[src/rtl/shift_word_ctrl.sv]
// ============================================================================
// Module   : shift_word_ctrl
// Purpose  : Serial-to-word capture controller. Shifts bits into a WIDTH-bit
//            register after an explicit start, locks each completed word into
//            a held output register and hands it to a consumer over a
//            valid/ready handshake. Aborts a partial word after TIMEOUT
//            consecutive idle cycles.
// Options  : SHIFT_WORD_CTRL_CONT_EN - continuous capture mode (no HOLD,
//            keeps shifting after each word, sticky overrun on dropped words).
// Revision : 1.0 - initial release
// ============================================================================
`default_nettype none

module shift_word_ctrl #(
  parameter int WIDTH   = 4,   // bits per word (2..16)
  parameter int TIMEOUT = 15   // idle cycles tolerated mid-word (1..255)
) (
  input  logic             Aclk,
  input  logic             reset,
  input  logic             start,
  input  logic             bit_in,
  input  logic             bit_valid,
  output logic [WIDTH-1:0] word_out,
  output logic             word_valid,
  input  logic             word_ready,
  output logic             busy,
  output logic             lock,
  output logic             timeout,
  output logic             overrun
);

  localparam int c_CNT_W  = $clog2(WIDTH) + 1;
  localparam int c_IDLE_W = $clog2(TIMEOUT + 1);
  localparam logic [c_CNT_W-1:0]  c_LAST_BIT = c_CNT_W'(WIDTH - 1);
  localparam logic [c_IDLE_W-1:0] c_TMO      = c_IDLE_W'(TIMEOUT);

  typedef enum logic [1:0] {
    S_IDLE  = 2'd0,
    S_SHIFT = 2'd1,
    S_HOLD  = 2'd2
  } state_t;

  state_t               state_q, state_d;
  logic [c_CNT_W-1:0]   cnt_q, cnt_d;
  logic [c_IDLE_W-1:0]  idle_q, idle_d;
  logic [WIDTH-1:0]     shreg_q, shreg_d;
  logic [WIDTH-1:0]     word_q, word_d;
  logic                 valid_q, valid_d;
  logic                 busy_q, busy_d;
  logic                 lock_q, lock_d;
  logic                 tmo_q, tmo_d;
  logic                 ovr_q, ovr_d;

  logic [WIDTH-1:0]     w_shifted;
  logic [c_IDLE_W-1:0]  w_idle_inc;

  // Shift-in value and saturating idle count used by the next-state logic
  assign w_shifted  = {shreg_q[WIDTH-2:0], bit_in};
  assign w_idle_inc = (idle_q == c_TMO) ? idle_q : idle_q + 1'b1;

  // Next-state and output decode for the capture FSM
  always_comb begin
    state_d = state_q;
    cnt_d   = cnt_q;
    idle_d  = idle_q;
    shreg_d = shreg_q;
    word_d  = word_q;
    valid_d = valid_q;
    lock_d  = 1'b0;
    tmo_d   = 1'b0;
    ovr_d   = ovr_q;

    // Consumer handshake retires the held word regardless of capture state;
    // a completion on the same edge below re-asserts valid.
    if (valid_q && word_ready) begin
      valid_d = 1'b0;
    end

    case (state_q)
      S_IDLE: begin
        if (start) begin
          state_d = S_SHIFT;
          cnt_d   = '0;
          idle_d  = '0;
          shreg_d = '0;
        end
      end

      S_SHIFT: begin
        if (bit_valid) begin
          shreg_d = w_shifted;
          idle_d  = '0;
          if (cnt_q == c_LAST_BIT) begin
            cnt_d = '0;
`ifdef SHIFT_WORD_CTRL_CONT_EN
            // Keep streaming; a word finishing against an unconsumed one is lost
            state_d = S_SHIFT;
            if (valid_q && !word_ready) begin
              ovr_d = 1'b1;
            end else begin
              word_d  = w_shifted;
              valid_d = 1'b1;
              lock_d  = 1'b1;
            end
`else
            state_d = S_HOLD;
            word_d  = w_shifted;
            valid_d = 1'b1;
            lock_d  = 1'b1;
`endif
          end else begin
            cnt_d = cnt_q + 1'b1;
          end
        end else begin
          idle_d = w_idle_inc;
          if (w_idle_inc == c_TMO) begin
            // Abort: partial word discarded, held output untouched
            state_d = S_IDLE;
            tmo_d   = 1'b1;
            cnt_d   = '0;
            shreg_d = '0;
          end
        end
      end

      S_HOLD: begin
        if (valid_q && word_ready) begin
          state_d = S_IDLE;
        end
      end

      default: begin
        state_d = S_IDLE;
      end
    endcase

    busy_d = (state_d != S_IDLE);
  end

  // State and datapath registers, cleared asynchronously
  always_ff @(posedge Aclk or posedge reset) begin
    if (reset) begin
      state_q <= S_IDLE;
      cnt_q   <= '0;
      idle_q  <= '0;
      shreg_q <= '0;
      word_q  <= '0;
      valid_q <= 1'b0;
      busy_q  <= 1'b0;
      lock_q  <= 1'b0;
      tmo_q   <= 1'b0;
      ovr_q   <= 1'b0;
    end else begin
      state_q <= state_d;
      cnt_q   <= cnt_d;
      idle_q  <= idle_d;
      shreg_q <= shreg_d;
      word_q  <= word_d;
      valid_q <= valid_d;
      busy_q  <= busy_d;
      lock_q  <= lock_d;
      tmo_q   <= tmo_d;
      ovr_q   <= ovr_d;
    end
  end

  assign word_out   = word_q;
  assign word_valid = valid_q;
  assign busy       = busy_q;
  assign lock       = lock_q;
  assign timeout    = tmo_q;
`ifdef SHIFT_WORD_CTRL_CONT_EN
  assign overrun    = ovr_q;
`else
  assign overrun    = 1'b0;
`endif

endmodule

`default_nettype wire

[config.mk]
export PLATFORM = sky130hd
export DESIGN_NAME = shift_word_ctrl
export DESIGN_NICKNAME = d
export VERILOG_FILES = /design/src/rtl/shift_word_ctrl.sv
export SDC_FILE = /design/constraint.sdc
export NUM_CORES = 1
export LEC_CHECK = 0
export CAP_MARGIN = 25
export CORE_MARGIN = 2
export CORE_UTILIZATION = 45
export CTS_BUF_LIST = sky130_fd_sc_hd__clkbuf_4 sky130_fd_sc_hd__clkbuf_8 sky130_fd_sc_hd__clkbuf_16
export DETAILED_ROUTE_END_ITERATION = 8
export GPL_ROUTABILITY_DRIVEN = 0
export PLACE_DENSITY = 0.68
export SETUP_SLACK_MARGIN = 0.5
export SYNTH_ARGS = -nofsm -noshare
export SYNTH_HDL_FRONTEND = slang
export SYNTH_SLANG_ARGS = --single-unit
[constraint.sdc]
create_clock -name Aclk -period 2.44 [get_ports Aclk]
set_input_delay 0.488 -clock Aclk [delete_from_list [all_inputs] [get_ports Aclk]]
set_output_delay 0.488 -clock Aclk [all_outputs]
set_load 0.005 [all_outputs]
==> results.yml <==
clock_tree:
  htreeDepth: 1
  cts_made_buffers: 3
  cts_resized: 0
  hold_buffers: 0
  clk_pin_slew_ns: 0.11
  cts_setup_buffers: 0
  ctsLongestPathBuffers: 2
  cts_root_buffer: "clkbuf_4"
  cts_sinks: 20
  cts_tree: "built"
  worstSkewPairLatency_ns: 0.31
power_and_ir_drop:
  max-vdd-ir-drop_mv: 0.484
  clkPwrFrac_pct: 18.2
  p_sw_uw: 361
  p_seq_share_pct: 48.2
  swShare_pct: 33.4
  p_int_uw: 719
  power_density_mw_per_mm2: 920
  p_leak_uw: 0.000512
  pwr-share-comb_pct: 33.6
routing:
  drtAntennaViolNets: 0
  routedWlPerCell_um: 13.1
  post-route-drc-count: 0
  dr.pass1.iters: 4
  routed_wl_um: 1790
  vias_per_cell: 5.40
  drt-initial-drc-count: 14
  vias: 734
cells_and_area:
  final_layout_size_suffix_gt1_share_pct: 10.2
  finalNetCount: 117
  insertedDiodeCount: 0
  final_cell_area_sq_mm: 0.00117
  fin_util_pct: 54.1
  synthToLayoutAreaGrowth_pct: 16.2
timing:
  setup_slack_ns: 0.708
  fin_crit_sh_pct: 71.0
  finalHoldViolCount: 0
  hold_slack_ns: 0.527
  tightest_slew_ns: 0.737
  final.setup.tns_ns: 0
  slew_viol_final: 0
  relSlewSlack_pct: 50.8
  layout_min_cycle_time_ns: 1.73
  fmaxAchievable_ghz: 0.577
  grt_setup_unrepaired: "no"
  setup_violations: 0
  skew_ns: 0.00640
place:
  pre_cts_ws_ns: 0.366
  dp_hpwl_um: 1290
  place_area_sq_mm: 0.00114
  portBuffers: 13
synth:
  synthArstFlopShare_pct: 100
  syn_avg_cell_area_sq_um: 10.5
  ys_warn_count: 0
  ys_types: 33
  syn-cell-area_sq_mm: 0.00101
  syn-instance-count: 96
  yosys.area.top_type: "dfrtp_1"
  yosysSeqAreaShare_pct: 49.6
  ys_top_cells_by_area: "dfrtp_1 50%, mux2_4 5.9%, o21ai_0 4.5%, nand2_1 3.3%, a22oi_1 3.0%"
  synthFlopType: "dfrtp_1"
  synth_edf_count: 0
  synth_nets: 104
  yosysMostFrequentCell: "dfrtp_1"
  synth_top_area_share_pct: 49.6
  ys_ff_latch: 20
  synth_common_cells: "20 x dfrtp_1, 9 x nand2_1, 9 x o21ai_0"
floorplanning:
  dieHeight_um: 51.4
  io_pins: 15
  die_w_um: 51.4
  dieArea_sq_mm: 0.00264
  core-area_sq_mm: 0.00217
  placementRows: 17
  initial_utilization_pct: 46.5
grt:
  grt-ovfl-total: 0
  grt_pass1_wl_um: 3260
  grt_antenna_before_repair: 0
  grt_max_degree: 21
  use_met2_pct: 25.2
  grt_pass1_vias: 711
  groute.usage.overall_pct: 16.7
  use_met3_pct: 2.63
  met1_usage_pct: 22.3
  grt.busiest_layer: "met2"
critical_path:
  reg2reg_to: "shreg_q[1]"
  rr_worst_depth: 4
  cp_data_arrival_time_ns: 1.93
  r2r-start: "idle_q[0]"
  path_class: "primary input to register"
  startpoint_type: "primary input"
  critPathCaptureType: "register"
  cp.required_ns: 2.64
  regToRegSetupSlack_ns: 0.77
  worst-path-max-fanout: 8
status:
  status: "finished clean"
worst_hold_path:
  holdPathStages: 1
  hold_class: "register to register"
  hold_path_end: "word_out[2]"
  min_from: "word_out[2]"
run:
  max-cap-violations: 0
[metrics by stage]
stage / total power [uW] / cells
floorplan: 762 / 96
global placement: 879 / 132
detailed placement: 893 / 132
CTS: 1090 / 136
global route: 1160 / 136
finish: 1080 / 136
[per-layer routing]
layer	up-vias	wire length (um)	part of all wire, %
li1	369	-	-
met5	-	0	0
met3	5	46	2.6
met4	0	52	2.9
met2	11	853	48
met1	349	833	47
[area by class of cell]
cell class	count	area, sq um
repair buffers	13	130
flip-flops and latches	20	500
clock buffers	4	36.3
inverters	7	26.3
well taps	28	35.0
fillers	193	996
multi-input cells	64	445
[sequential cells by signal, summed over array words and instances (netlist names)]
signal	count
idle_q	4
cnt_q	3
word_valid	1
busy	1
word_out	4
state_q	2
lock	1
shreg_q	3
timeout	1
[power by group through the flow]
| stage | clock, uW | sequential, uW | combinational (uW) |
|---|---|---|---|
| 6_report | 197 | 521 | 362 |
| 5_1_grt | 217 | 540 | 406 |
| 4_1_cts | 203 | 521 | 368 |
| 3_5_place_dp | 0 | 529 | 364 |
| 3_3_place_gp | 0 | 524 | 354 |
| 2_1_floorplan | 0 | 509 | 253 |
[placed cells by master, fill, tap and decap left out, drive strengths merged]
cell type / n
o22ai: 1
and2: 2
clkdlybuf4s50: 13
o21ai: 9
a32oi: 2
clkbuf: 4
xnor2: 1
o221ai: 2
mux2: 4
a22oi: 4
nand2b: 1
and2b: 1
inv: 7
a41oi: 2
ha: 2
nand2: 9
dfrtp: 20
nor2b: 2
nor3b: 1
o31ai: 1
nor2: 2
and3b: 2
a21oi: 3
nand3: 5
nand3b: 2
o21bai: 1
o211ai: 1
a21o: 1
a2bb2oi: 1
nand4: 1
conb: 1
[worst max-delay path, cell delays in order]
cell and delay (ns):
clkdlybuf4s50_1 0.55, and3b_1 0.34, and2_4 0.25, mux2_4 0.30
[worst max-delay path by stage]
stage,end,startpoint,cells after the start,slack [ns]
2_1_floorplan,word_out[0],bit_valid,5,0.99
3_3_place_gp,word_out[2],bit_valid,4,0.41
3_5_place_dp,word_out[0],bit_valid,4,0.37
4_1_cts,word_out[0],bit_valid,4,0.71
5_1_grt,shreg_q[0],idle_q[0],4,0.55
6_report,word_out[3],bit_valid,4,0.71
[cells by family (layout without fill, tap and decap cells)]
logic type / count (synthesis) / count (layout) / share of synthesized area (%)
other cells: 1 / 1 / 0.371
xor+xnor: 1 / 1 / 0.868
fa+ha+maj: 2 / 2 / 2.48
flops: 20 / 20 / 49.6
buf+inv: 12 / 24 / 6.32
simple gates: 28 / 28 / 15.7
mux: 4 / 4 / 5.95
compound gates: 28 / 28 / 18.7
No activity file was read; power rests on OpenSTA's default activity.
